`config.mk`:
```
export PLATFORM = sky130hd
export DESIGN_NAME = ps2_scan_decoder
export DESIGN_NICKNAME = d
export VERILOG_FILES = /design/src/rtl/ps2_pkg.sv /design/src/rtl/ps2_sync_edge.sv /design/src/rtl/ps2_scan_decoder.sv
export SDC_FILE = /design/constraint.sdc
export NUM_CORES = 1
export LEC_CHECK = 0
export ABC_AREA = 1
export BUFFER_PORTS_ARGS = -buffer_cell sky130_fd_sc_hd__buf_2
export CAP_MARGIN = 20
export CORE_MARGIN = 5
export CORE_UTILIZATION = 54
export DETAILED_ROUTE_END_ITERATION = 7
export PLACE_DENSITY = 0.81
export SLEW_MARGIN = 10
export SYNTH_ARGS = -nofsm -noshare
export SYNTH_HDL_FRONTEND = slang
export SYNTH_SLANG_ARGS = --single-unit
```
`constraint.sdc`:
```
create_clock -name clk -period 1.5 [get_ports clk]
set_input_delay 0.375 -clock clk [delete_from_list [all_inputs] [get_ports clk]]
set_output_delay 0.375 -clock clk [all_outputs]
set_load 0.1 [all_outputs]
```
`src/rtl/ps2_pkg.sv`:
```
// Shared definitions for the PS/2 keyboard scan-code decoder: FSM encoding,
// prefix byte values, frame geometry and the parity helper.
package ps2_pkg;

   typedef enum logic [1:0] {
      IDLE   = 2'd0,
      DATA   = 2'd1,
      PARITY = 2'd2,
      STOP   = 2'd3
   } ps2_state_e;

   localparam logic [7:0] BREAK_PREFIX = 8'hF0;
   localparam logic [7:0] EXT_PREFIX   = 8'hE0;

   // start + 8 data + parity + stop
   localparam int FRAME_BITS = 11;
   localparam int DATA_BITS  = FRAME_BITS - 3;

   // Odd parity holds when data plus parity bit carry an odd number of ones.
   function automatic logic odd_parity_ok(input logic [7:0] data, input logic par);
      return ^{data, par};
   endfunction

endpackage

```
`src/rtl/ps2_sync_edge.sv`:
```
// Brings the raw PS/2 clock and data lines into the system clock domain and
// flags each falling edge of the keyboard clock as a one-cycle fall_evt.
module ps2_sync_edge (
   input  logic clk,
   input  logic rst,
   input  logic ps2_clk,
   input  logic ps2_dat,
   output logic fall_evt,
   output logic dat_sync
);

   logic clk_meta_r;
   logic clk_sync_r;
   logic clk_prev_r;
   logic dat_meta_r;
   logic dat_sync_r;

   // Two-flop synchronizers plus one history flop on the clock line; all idle high.
   always_ff @(posedge clk or posedge rst) begin
      if (rst) begin
         clk_meta_r <= 1'b1;
         clk_sync_r <= 1'b1;
         clk_prev_r <= 1'b1;
         dat_meta_r <= 1'b1;
         dat_sync_r <= 1'b1;
      end else begin
         clk_meta_r <= ps2_clk;
         clk_sync_r <= clk_meta_r;
         clk_prev_r <= clk_sync_r;
         dat_meta_r <= ps2_dat;
         dat_sync_r <= dat_meta_r;
      end
   end

   assign fall_evt = clk_prev_r & ~clk_sync_r;
   assign dat_sync = dat_sync_r;

endmodule

```
`src/rtl/ps2_scan_decoder.sv`:
```
// PS/2 keyboard receiver: frames bytes off the keyboard lines, strips the
// F0/E0 prefixes and reports each key code with make/break and extended flags.
module ps2_scan_decoder
   import ps2_pkg::*;
#(
   parameter int TIMEOUT_CYCLES = 50000
) (
   input  logic       clk,
   input  logic       rst,
   input  logic       ps2_clk,
   input  logic       ps2_dat,
   output logic [7:0] keyboard_code,
   output logic       makeBreak,
   output logic       extended,
   output logic       code_valid,
   output logic       frame_err
);

   localparam int             TO_W     = $clog2(TIMEOUT_CYCLES + 1);
   localparam logic [TO_W-1:0] TO_LIMIT = TO_W'(TIMEOUT_CYCLES);
   localparam logic [2:0]     LAST_BIT = 3'(DATA_BITS - 1);

   logic            fall_evt_s;
   logic            dat_sync_s;
   logic            timeout_hit_s;

   ps2_state_e      state_r,       state_next_s;
   logic [2:0]      bit_cnt_r,     bit_cnt_next_s;
   logic [7:0]      shift_r,       shift_next_s;
   logic            parity_ok_r,   parity_ok_next_s;
   logic            brk_r,         brk_next_s;
   logic            ext_r,         ext_next_s;
   logic [TO_W-1:0] timeout_cnt_r, timeout_cnt_next_s;
   logic [7:0]      code_r,        code_next_s;
   logic            make_r,        make_next_s;
   logic            extended_r,    extended_next_s;
   logic            valid_r,       valid_next_s;
   logic            err_r,         err_next_s;

   ps2_sync_edge u_sync_edge (
      .clk      (clk),
      .rst      (rst),
      .ps2_clk  (ps2_clk),
      .ps2_dat  (ps2_dat),
      .fall_evt (fall_evt_s),
      .dat_sync (dat_sync_s)
   );

   assign timeout_hit_s = (timeout_cnt_r >= TO_LIMIT);

   // State register and registered outputs.
   always_ff @(posedge clk or posedge rst) begin
      if (rst) begin
         state_r       <= IDLE;
         bit_cnt_r     <= 3'd0;
         shift_r       <= 8'h00;
         parity_ok_r   <= 1'b0;
         brk_r         <= 1'b0;
         ext_r         <= 1'b0;
         timeout_cnt_r <= {TO_W{1'b0}};
         code_r        <= 8'h00;
         make_r        <= 1'b0;
         extended_r    <= 1'b0;
         valid_r       <= 1'b0;
         err_r         <= 1'b0;
      end else begin
         state_r       <= state_next_s;
         bit_cnt_r     <= bit_cnt_next_s;
         shift_r       <= shift_next_s;
         parity_ok_r   <= parity_ok_next_s;
         brk_r         <= brk_next_s;
         ext_r         <= ext_next_s;
         timeout_cnt_r <= timeout_cnt_next_s;
         code_r        <= code_next_s;
         make_r        <= make_next_s;
         extended_r    <= extended_next_s;
         valid_r       <= valid_next_s;
         err_r         <= err_next_s;
      end
   end

   // Frame FSM, prefix tracking and timeout supervision.
   always_comb begin
      state_next_s     = state_r;
      bit_cnt_next_s   = bit_cnt_r;
      shift_next_s     = shift_r;
      parity_ok_next_s = parity_ok_r;
      brk_next_s       = brk_r;
      ext_next_s       = ext_r;
      code_next_s      = code_r;
      make_next_s      = make_r;
      extended_next_s  = extended_r;
      valid_next_s     = 1'b0;
      err_next_s       = 1'b0;

      if (fall_evt_s || (state_r == IDLE)) begin
         timeout_cnt_next_s = {TO_W{1'b0}};
      end else begin
         timeout_cnt_next_s = timeout_cnt_r + TO_W'(1);
      end

      case (state_r)
         IDLE: begin
            if (fall_evt_s && !dat_sync_s) begin
               state_next_s   = DATA;
               bit_cnt_next_s = 3'd0;
            end else begin
               state_next_s = IDLE;
            end
         end

         DATA: begin
            if (fall_evt_s) begin
               shift_next_s = {dat_sync_s, shift_r[7:1]};
               if (bit_cnt_r == LAST_BIT) begin
                  state_next_s = PARITY;
               end else begin
                  bit_cnt_next_s = bit_cnt_r + 3'd1;
               end
            end else if (timeout_hit_s) begin
               state_next_s = IDLE;
               err_next_s   = 1'b1;
               brk_next_s   = 1'b0;
               ext_next_s   = 1'b0;
            end else begin
               state_next_s = DATA;
            end
         end

         PARITY: begin
            if (fall_evt_s) begin
               parity_ok_next_s = odd_parity_ok(shift_r, dat_sync_s);
               state_next_s     = STOP;
            end else if (timeout_hit_s) begin
               state_next_s = IDLE;
               err_next_s   = 1'b1;
               brk_next_s   = 1'b0;
               ext_next_s   = 1'b0;
            end else begin
               state_next_s = PARITY;
            end
         end

         STOP: begin
            if (fall_evt_s) begin
               state_next_s = IDLE;
               if (dat_sync_s && parity_ok_r) begin
                  if (shift_r == BREAK_PREFIX) begin
                     brk_next_s = 1'b1;
                  end else if (shift_r == EXT_PREFIX) begin
                     ext_next_s = 1'b1;
                  end else begin
                     code_next_s     = shift_r;
                     make_next_s     = ~brk_r;
                     extended_next_s = ext_r;
                     valid_next_s    = 1'b1;
                     brk_next_s      = 1'b0;
                     ext_next_s      = 1'b0;
                  end
               end else begin
                  err_next_s = 1'b1;
                  brk_next_s = 1'b0;
                  ext_next_s = 1'b0;
               end
            end else if (timeout_hit_s) begin
               state_next_s = IDLE;
               err_next_s   = 1'b1;
               brk_next_s   = 1'b0;
               ext_next_s   = 1'b0;
            end else begin
               state_next_s = STOP;
            end
         end

         default: begin
            state_next_s = IDLE;
         end
      endcase
   end

   assign keyboard_code = code_r;
   assign makeBreak     = make_r;
   assign extended      = extended_r;
   assign code_valid    = valid_r;
   assign frame_err     = err_r;

endmodule

```
**After elaboration in Yosys (flattened, before gate mapping)**

Cells that the tools add are included.

- Register bits after elaboration: 49

- Reductions and logical operators: 15
- Magnitude comparators: 1
- $add $sub $neg: 2
- Bitwise gates (word level): 5
- Equal/unequal tests: 13
- Muxes and demuxes: 38

Operators by type and width:

| kind | count |
|---|---|
| $mux 1 | 23 |
| $add 16x1->16 const B | 1 |
| $eq 8x8->1 const B | 2 |
| $ge 16x16->1 const B | 1 |
| $mux 16 | 1 |
| $mux 2 | 6 |
| $mux 3 | 3 |
| $reduce_xor 9->1 | 1 |
| $pmux 2 s4 | 1 |
| $ne 2x2->1 const B | 3 |
| $pmux 1 s2 | 3 |
| $pmux 3 s2 | 1 |
| $reduce_and 3->1 | 2 |
| $ne 5x5->1 const B | 1 |
| $reduce_and 5->1 | 1 |
| $eq 2x2->1 const B | 2 |
| $ne 4x4->1 const B | 1 |
| $not 1->1 | 4 |
| $reduce_and 2->1 | 2 |
| $reduce_and 4->1 | 1 |
| $reduce_bool 2->1 | 2 |
| $add 3x1->3 const B | 1 |
| $eq 3x3->1 const B | 1 |
| $ne 3x3->1 const B | 1 |
| other kinds (8) | 9 |

**Depth between registers and ports, before layout**

- Depth after elaboration: 6
- Gate-level depth with buffers: 10

**By module**

From an unflattened synthesis, not the netlist that was laid out.

- Cells, all modules: 317
- Area, all modules: 2,582.5 um^2

By module, submodules not included:

| module | seq. area each (um^2) | area an instance (um^2) | instances | cells each |
|---|---|---|---|---|
| ps2_scan_decoder | 1,101.1 | 2,437.3 | 1 | 309 |
| ps2_sync_edge | 131.4 | 145.1 | 1 | 8 |

**Least setup slack after synthesis**

OpenSTA, ideal clock, no wires.

- Path type: register -> register
- Start point: reg state_r[1]
- End point: reg bit_cnt_r[2]
- Arrival: 1,334 ps
- Period minus slack after synthesis: 1,417 ps
- Stages on the path, launching flop included: 9
- Data required time: 1,417 ps
- Slack: 83 ps
- Cell sequence: dfrtp_1 > inv_1 > ha_1 > inv_2 > nor2_8 > nand2_4 > a21boi_4 > nand3_1 > o21ai_0

- Cells in the longest elaborated chain, start to end: 3

RTL lines:

| element | line | text |
|---|---|---|
| start: declaration | ps2_scan_decoder.sv:27 | `ps2_state_e state_r, state_next_s;` |
| start signal: assignment | ps2_scan_decoder.sv:67 | `state_r <= state_next_s;` |
| $eq 2x1->1 / $logic_not 2->1 (equally long branches) | ps2_scan_decoder.sv:102 | `case (state_r)` |
| $ne 2x2->1 (no line), or another cell as far along | - |  |
| $reduce_and 4->1 (no line) | - |  |
| end signal: assignment | ps2_scan_decoder.sv:68 | `bit_cnt_r <= bit_cnt_next_s;` |
| end: declaration | ps2_scan_decoder.sv:28 | `logic [2:0] bit_cnt_r, bit_cnt_next_s;` |

Parallel ways exist; a longest one is shown, timed or not.
A chain may end at the register's enable or synchronous reset.

**Final worst setup path**

- Start point: reg code_r[4] (netlist: keyboard_code[4])
- End point: out keyboard_code[4]

RTL lines:

| element | line | text |
|---|---|---|
| start: declaration | ps2_scan_decoder.sv:34 | `logic [7:0] code_r, code_next_s;` |
| start signal: assignment | ps2_scan_decoder.sv:74 | `code_r <= code_next_s;` |
| end: declaration | ps2_scan_decoder.sv:12 | `output logic [7:0] keyboard_code,` |

No word-level cell between the ends.

==> summary.txt <==
GP Congestion = 0.9471
Hold Vio Cnt, Final = 0
Worst Tran Pin Value = 0.4856 ns
Initial antenna violation count = 0
Fillers = 414
Vias = 1,997
CP delay by family, top = buffers and inverters
Share of the synthesized area in the top cell type = 42.86%
Final Cycle Share = 96.84%
Placed instance area = 2760 um2
Detailed Route WL = 4.638 mm
Final setup fails = 0
Register clock-pin slew on the reported worst setup and hold paths = 0.09 ns
Gr busiest metal = met2
Detailed Routing Iterations Pass 1 = 4
CP Launch Type = flip-flop
M1 GR Usage = 22.61%
Worst vdd ir = 0.7232 mV
First-pass GRT wire length = 8.183 mm
Clock tree from TritonCTS = built
Die X = 78.97 um
Critical path's slowest cell = buf_2
Arr. time, crit path = 1.08 ns
# DRC = 0
Synth top area cells = dfrtp_1 43%, nand2_1 13%, inv_1 7.7%, dfstp_2 5.1%, o21ai_0 4.5%
Final worst slack = 0.04743 ns
Clock Skew = 0.008238 ns
Cell Rows = 25
Routed WL per cell = 11.62 um
Yosys warns = 0
IO Pins = 16
Synth top cells by count = 86 x nand2_1, 53 x inv_1, 44 x dfrtp_1, 28 x nor2_1, 23 x o21ai_0
Critical Path RT = 1.12 ns
P&R area growth vs syn = 15.10%
Layout Nets = 357
Max incr delay on CP = 0.42 ns
GRT overflow = 0
Die H = 78.97 um
Layout cells sized above 1 = 21.74%
Ant diodes = 0
Max frequency = 688.4 MHz
Met2 usage = 25.17%
Clock root buffer = clkbuf_8
Post-synth EDFFs = 0
Yosys reg bits = 49
Dpl hpwl = 3.311 mm
Clock sinks = 49
Initial Util = 55.11%
Ys async rst share = 100.0%
Slew headroom = 67.85%
Sequential fraction of the synthesis area = 47.98%
Status = complete, no violations
Synthesized Nets = 328
Worst min path class = in2async
Antenna viol nets, final = 0
Register area = 1234 um2
RSZ-0062 raised after global routing = yes
Clock Path Buffers = 2
Tot GR Track Use = 16.31%
Critical path type = reg2out
Avg Synthesized Cell Area = 8.155 um2
Max-Cap Viols = 0
Mapped Cells = 315
Clock latency on the worst-skew pair = 0.30 ns
Worst Path Max Fanout = 2
Mapped Area = 2569 um2
Post-synth top area cell = dfrtp_1
Met3 usage = 3.968%
I/O Buffers = 15
Core ar. = 4661 um2
First DRT Iteration DRCs = 151
Largest net degree at the start of global routing = 26
Cell Pwr Density = 1161 nW/um2
Cts hold-fix bufs = 0
Slew Limit Fails = 0
Leakage = 1.501 nW
Worst path bufs/invs = 1
Multi-input logic area = 1135 um2
Critical path, cell by cell = buf_2
Vias/cell = 5.005
Dpl ws = 0.02255 ns
Vias in the first global route = 1,916
Most frequent cell after synthesis = nand2_1
Critical Path End Type = primary output
Min Tclk post-route = 1.453 ns
Cts bufs inserted = 5
H-tree levels = 2
Die area = 6236 um2
Predominant post-synthesis flop cell = dfrtp_1
Fin area = 2957 um2
Yosys cell types = 31
==> power by group <==
part | total, W | internal (W) | switching, W | leakage [nW]
logic | 0.00107 | 0.000397 | 0.000673 | 0.799
registers | 0.00161 | 0.00147 | 0.000134 | 0.658
clock network | 0.000755 | 0.000322 | 0.000433 | 0.0439
==> state kept, by name (all words and copies together) (netlist names) <==
register	flops
ext_r	1
u_sync_edge.dat_meta_r	1
u_sync_edge.clk_sync_r	1
extended	1
state_r	2
timeout_cnt_r	16
keyboard_code	8
u_sync_edge.clk_prev_r	1
u_sync_edge.clk_meta_r	1
brk_r	1
makeBreak	1
bit_cnt_r	3
frame_err	1
code_valid	1
shift_r	8
u_sync_edge.dat_sync	1
parity_ok_r	1
==> stage by stage <==
stage | util [%] | hold slack, ns | setup TNS, ns | total power (W) | instances
after floorplan | - | 0.3452 | 0 | 0.002409 | 315
after global placement | 59.22 | 0.3461 | 0 | 0.002613 | 387
after detailed placement | 59.22 | 0.3470 | 0 | 0.002646 | 387
after CTS | 61.18 | 0.06931 | 0 | 0.003422 | 395
after global routing | 63.44 | 0.07870 | -0.05617 | 0.003721 | 399
final | 63.44 | 0.06398 | 0 | 0.003432 | 399
==> area by class of cell <==
type	count	share of cell area (%)
Tap cell	54	2.285
Multi-Input combinational cell	206	38.38
Sequential cell	49	41.73
Clock buffer	5	2.328
Clock inverter	3	0.5925
Inverter	56	7.490
Timing Repair Buffer	26	7.194
==> what timing repair did <==
action                                 in CTS  in global routing
gates resized for setup                     2                 19
pin swaps                                   0                  1
gates cloned                                0                  1
buffers inserted                            0                  3
endpoints found under the hold margin       0                  0
setup endpoints to repair                   4                 26
==> cells in the final DEF (no fill, tap or decap), types with 3 or more instances in the layout <==
cell type  Yosys  layout
a21oi_1        6       6
buf_2          2      10
buf_4          0       9
clkbuf_4       0       4
clkbuf_8       0       5
dfrtp_1       44      43
dfstp_2        5       5
ha_1           9       6
inv_1         53      50
inv_2          2       4
nand2_1       86      85
nand3_1       18      18
nand4_1        3       3
nor2_1        28      25
nor2_2         2       5
nor3_1         3       3
o21ai_0       23      22
o21ai_2       10      10
==> routing by layer <==
metal	share of wire, %	vias up
met5	0	-
met4	1.3	0
met3	5.5	5
met2	46	53
met1	47	905
li1	-	1034
==> final timing paths <==
path                            slack (ns)  cells past startpoint                      to                    from
worst max-delay path                  0.05                      1        keyboard_code[4]        keyboard_code[4]
worst min-delay path                  0.06                      2       timeout_cnt_r[10]                     rst
worst max register to register        0.08                      8        keyboard_code[5]  u_sync_edge.clk_prev_r
worst min register to register        0.36                      0    u_sync_edge.dat_sync  u_sync_edge.dat_meta_r
max in group asynchronous             0.99                      3              state_r[0]                     rst
min in group clk                      0.17                      1  u_sync_edge.dat_meta_r                 ps2_dat
==> kinds of logic (layout without fill, tap and decap cells) <==
| family | count (synthesis) | after routing | share of synthesized area (%) |
|---|---|---|---|
| flip-flops | 49 | 49 | 47.98 |
| AO/OA/AOI/OAI | 44 | 44 | 10.91 |
| AND/OR/NAND/NOR | 150 | 150 | 26.16 |
| XOR/XNOR | 3 | 3 | 1.023 |
| adder cells (fa/ha/maj) | 9 | 9 | 4.384 |
| buffers and inverters | 60 | 90 | 9.547 |
Note: power is estimated with default switching activity, not from simulation.
